<file path="src/rtl/imem_boot_loader.sv">
// imem_boot_loader: receives a length-prefixed little-endian byte image over a
// valid/ready stream, writes each assembled 32-bit word into instruction
// memory, and holds the CPU core in reset until the whole image is written.
//
// Handshake: a byte moves on a rising clk edge only when rx_valid and rx_ready
// are both high. The source holds rx_data stable while rx_valid is high.
// rx_ready depends only on the current state, never on rx_valid.
module imem_boot_loader #(
  parameter int ADDR_W = 8,
  parameter int LEN_W  = 16
) (
  input  logic              clk,
  input  logic              reset,
  input  logic              rx_valid,
  input  logic [7:0]        rx_data,
  output logic              rx_ready,
  output logic              imem_we,
  output logic [ADDR_W-1:0] imem_waddr,
  output logic [31:0]       imem_wdata,
  output logic              cpu_reset,
  output logic              boot_done,
  output logic              boot_err,
  output logic [ADDR_W:0]   words_loaded
);

  typedef enum logic [2:0] {
    S_LEN_LO,
    S_LEN_HI,
    S_DATA,
    S_DONE,
    S_ERR
  } state_t;

  // Largest legal header word count; one bit wider than the header so that
  // a full-capacity image can be represented.
  localparam logic [LEN_W:0] MAX_WORDS = (LEN_W+1)'(2**ADDR_W);

  state_t            state;
  logic [LEN_W-1:0]  len_q;
  logic [1:0]        byte_idx;
  logic [23:0]       asm_q;

  logic              accept;
  logic [LEN_W-1:0]  len_next;
  logic [ADDR_W:0]   wl_inc;
  logic              last_word;

  // Byte acceptance and derived values used by the state machine.
  assign rx_ready  = (state == S_LEN_LO) || (state == S_LEN_HI) || (state == S_DATA);
  assign accept    = rx_valid && rx_ready;
  assign len_next  = {rx_data, len_q[7:0]};
  assign wl_inc    = words_loaded + (ADDR_W+1)'(1);
  assign last_word = (LEN_W'(wl_inc) == len_q);

  // Loader state machine with registered memory-write and status outputs.
  always_ff @(posedge clk or posedge reset) begin
    if (reset) begin
      state        <= S_LEN_LO;
      len_q        <= '0;
      byte_idx     <= '0;
      asm_q        <= '0;
      imem_we      <= 1'b0;
      imem_waddr   <= '0;
      imem_wdata   <= '0;
      cpu_reset    <= 1'b1;
      boot_done    <= 1'b0;
      boot_err     <= 1'b0;
      words_loaded <= '0;
    end else begin
      imem_we <= 1'b0;
      case (state)
        S_LEN_LO: begin
          if (accept) begin
            len_q[7:0] <= rx_data;
            state      <= S_LEN_HI;
          end
        end
        S_LEN_HI: begin
          if (accept) begin
            len_q[LEN_W-1:8] <= rx_data;
            if (len_next == '0) begin
              state     <= S_DONE;
              boot_done <= 1'b1;
            end else if ({1'b0, len_next} > MAX_WORDS) begin
              state    <= S_ERR;
              boot_err <= 1'b1;
            end else begin
              state <= S_DATA;
            end
          end
        end
        S_DATA: begin
          if (accept) begin
            byte_idx <= byte_idx + 2'd1;
            case (byte_idx)
              2'd0: asm_q[7:0]   <= rx_data;
              2'd1: asm_q[15:8]  <= rx_data;
              2'd2: asm_q[23:16] <= rx_data;
              default: begin
                // Fourth byte completes the word: write it out this edge.
                imem_we      <= 1'b1;
                imem_waddr   <= words_loaded[ADDR_W-1:0];
                imem_wdata   <= {rx_data, asm_q};
                words_loaded <= wl_inc;
                if (last_word) begin
                  state     <= S_DONE;
                  boot_done <= 1'b1;
                end
              end
            endcase
          end
        end
        S_DONE: begin
          // Release the core one cycle after the image is complete.
          cpu_reset <= 1'b0;
        end
        S_ERR: begin
          cpu_reset <= 1'b1;
        end
        default: begin
          state <= S_LEN_LO;
        end
      endcase
    end
  end

endmodule

</file>
<file path="config.mk">
export PLATFORM = sky130hd
export DESIGN_NAME = imem_boot_loader
export DESIGN_NICKNAME = d
export VERILOG_FILES = /design/src/rtl/imem_boot_loader.sv
export SDC_FILE = /design/constraint.sdc
export NUM_CORES = 1
export LEC_CHECK = 0
export CORE_ASPECT_RATIO = 1.25
export CORE_MARGIN = 1
export CORE_UTILIZATION = 35
export CTS_BUF_LIST = sky130_fd_sc_hd__clkbuf_2 sky130_fd_sc_hd__clkbuf_4 sky130_fd_sc_hd__clkbuf_8
export DETAILED_ROUTE_END_ITERATION = 10
export GPL_TIMING_DRIVEN = 0
export PLACE_DENSITY_LB_ADDON = 0.12
export SYNTH_ARGS = -nofsm -noshare
export SYNTH_HDL_FRONTEND = slang
export SYNTH_SLANG_ARGS = --single-unit
export TNS_END_PERCENT = 10
</file>
<file path="constraint.sdc">
create_clock -name clk -period 6.7 [get_ports clk]
set_input_delay 1.34 -clock clk [delete_from_list [all_inputs] [get_ports clk]]
set_output_delay 1.34 -clock clk [all_outputs]
set_load 0.05 [all_outputs]
</file>
==> flow_summary.json <==
{
  "run_status": "finished clean",
  "critPathCaptureType": "output port",
  "fin_worst_skew_ns": 0.01039,
  "die_wd_um": 100.5,
  "pre_cts_ws_ns": 3.439,
  "tritoncts_clock_tree": "done",
  "mappedNetlistArea_um2": 4245,
  "floorplan.initialDensity_pct": 36.20,
  "worst_pin_slew_ns": 0.5717,
  "timing.slew.headroom_pct": 61.53,
  "rsz0062_at_grt": "false",
  "yosysSeqAreaShare_pct": 57.80,
  "critical_path.max_fanout": 10,
  "most_frequently_used_flop_master_after_synthesis": "dfrtp_1",
  "cp.required_ns": 5.36,
  "hpwl_mm": 6.236,
  "post_syn_nets": 373,
  "yosys_warnings": 0,
  "postSynthCellCount": 357,
  "postCtsHoldBufs": 0,
  "critical_path_buf_inv_count": 2,
  "path_delay_family": "buffers and inverters",
  "rr_startpoint": "words_loaded[0]",
  "clock_sinks": 98,
  "min_period_over_period_pct": 49.07,
  "start_kind": "flop",
  "drt-pass1-iter-count": 4,
  "hold_viol": 0,
  "antenna_found_initial": 0,
  "final_nets": 448,
  "insertion_delay_ns": 0.36,
  "groute.usage.overall_pct": 15.55,
  "cellLeakagePower_nw": 2.542,
  "maxCapViolCount": 0,
  "fp.coreArea_um2": 11730,
  "avgRoutedWirePerCell_um": 15.23,
  "die_area_um2": 12580,
  "buffer_ports.inserted": 63,
  "finalWorstPathRequiredPeriod_ns": 3.288,
  "crit_path_top_delay_cell": "clkdlybuf4s50_1",
  "post-cts-setup-buffer-count": 0,
  "drc": 0,
  "crit_path_start": "state[0]",
  "num_rows": 44,
  "area.growth.synth_to_final_pct": 25.23,
  "worst_hold_startpoint": "asm_q[18]",
  "cp_data_arrival_time_ns": 1.95,
  "power.ir.vdd_worst_mv": 0.09052,
  "setup_total_negative_slack_ns": 0,
  "final_layout_size_suffix_gt1_share_pct": 22.88,
  "setup-violations-final": 0,
  "layout_setup_ws_ns": 3.412,
  "clockBufferDepth": 2,
  "cp_cell_sequence": "clkbuf_1, a21oi_1, clkdlybuf4s50_1",
  "critPathMaxStageDelay_ns": 0.81,
  "synthArstFlopShare_pct": 100.0,
  "synth.ff_latch_count": 98,
  "global_route.overflow_total": 0,
  "antenna-diode-count": 0,
  "timing.fmax_mhz": 304.2,
  "timing.setup.critical_path_class": "flop to output port",
  "netlist-cell-type-count": 50,
  "totalWireLength_mm": 9.110,
  "power_density_nw_per_um2": 259.0,
  "worst_setup_hold_path_clk_slew_ns": 0.10,
  "chipHeight_um": 125.1,
  "worstHoldPathType": "flop to flop",
  "first_global_vias": 2778,
  "route.vias.total": 2811,
  "cts_resized": 0,
  "cts.htree.levels": 3,
  "slew_violations": 0,
  "synth-edff-count": 0,
  "num_io_pins": 65,
  "gp_congestion": 0.7410,
  "vias_per_cell": 4.701,
  "cts_made_buffers": 9,
  "antenna_left": 0,
  "root_buffer": "clkbuf_8",
  "grt_start_max_net_pins": 72,
  "grt_first_pass_wirelength_mm": 14.88,
  "detail_route.iter0.violations": 98,
  "mean_instance_size_in_the_synthesized_netlist_um2": 11.89
}
==> cell families (layout without fill, tap and decap cells) <==
| group | Yosys count | count (layout) | share of synthesized area, % |
|---|---|---|---|
| adders and majority gates | 5 | 5 | 1.474 |
| AOI/OAI and AO/OA | 27 | 27 | 4.598 |
| xor gates and xnor gates | 17 | 17 | 3.684 |
| buffers and inverters | 22 | 102 | 3.094 |
| and+or+nand+nor | 132 | 132 | 14.50 |
| muxes | 56 | 56 | 14.85 |
| DFF | 98 | 98 | 57.80 |
==> flip-flops by register name (all words and copies together), names as in the netlist <==
name,cells
imem_wdata,32
asm_q,24
len_q,16
words_loaded,9
imem_waddr,8
state,3
byte_idx,2
boot_done,1
boot_err,1
cpu_reset,1
imem_we,1
==> worst min-delay path: cells and delay by family (launching register included) <==
family / cells / cell delay (ns)
and+or+nand+nor: 2 / 0.10
DFF: 1 / 0.35
==> final timing paths <==
check,slack (ns),end,cells after the start
max,3.41,rx_ready,3
min,0.46,imem_wdata[18],2
max reg2reg,4.42,boot_done,7
min reg2reg,0.46,imem_wdata[18],2
max in group asynchronous,4.71,len_q[8],3
min in group asynchronous,1.31,imem_we,2
==> cell usage in the layout (no fill, tap or decap), types with 3 or more instances in the layout <==
cell type / n
o211ai_1: 4
ha_1: 5
a21oi_1: 4
nand2_1: 90
clkinv_4: 3
buf_4: 9
buf_2: 5
clkdlybuf4s50_1: 63
inv_1: 3
xnor2_1: 7
nor2_1: 9
o21ai_0: 3
nand2b_1: 5
clkbuf_8: 10
xor2_1: 9
nor4_1: 6
nand4_1: 4
dfrtp_1: 97
mux2_2: 56
==> layer usage <==
metal | track usage, % | up-vias | routed length [um]
li1 | - | 1366 | -
met1 | 20.70 | 1376 | 4217
met2 | 24.98 | 60 | 4482
met3 | 3.074 | 9 | 285
met4 | 5.882 | 0 | 124
met5 | 0 | - | 0
==> cell usage after synthesis, drive strengths merged (3+ instances only) <==
cell / instances / share of area, %
nand4: 4 / 0.59
nor2: 9 / 0.80
nand2b: 5 / 0.74
inv: 5 / 0.44
o211ai: 4 / 0.71
buf: 15 / 2.4
xnor2: 8 / 1.8
o21ai: 4 / 0.47
nor3: 3 / 0.62
mux2: 56 / 15
a21oi: 4 / 0.47
xor2: 9 / 1.9
nand2: 92 / 8.3
dfrtp: 97 / 57
nor4: 7 / 1.2
ha: 5 / 1.5
==> cell type report <==
cell class,count,area (um^2)
Inverter,5,21.27
Clock buffer,11,145.1
Timing Repair Buffer,64,658.1
Sequential cell,98,2454
Tap cell,161,201.4
Clock inverter,5,63.81
Buffer,17,112.6
Fill cell,1105,6410
Multi-Input combinational cell,237,1660
==> metrics by stage <==
step	power [mW]	util [%]	hold WS, ns	instance area [um^2]	cells
floorplan	0.9121	-	0.4331	4245	357
global placement	0.9788	43.30	0.4452	5077	581
detailed placement	0.9907	43.56	0.4486	5107	582
CTS	1.396	45.34	0.4623	5316	598
global route	1.447	45.34	0.4888	5316	598
finish	1.377	45.34	0.4615	5316	598
==> power by group <==
part           switching [mW]  leakage (nW)  total (mW)  internal [mW]
Sequential             0.0529          1.31       0.709          0.656
Combinational           0.142          1.13       0.268          0.126
Clock                   0.211         0.103       0.400          0.189
Total                   0.406          2.54        1.38          0.971
Note: power is estimated with default switching activity, not from simulation.
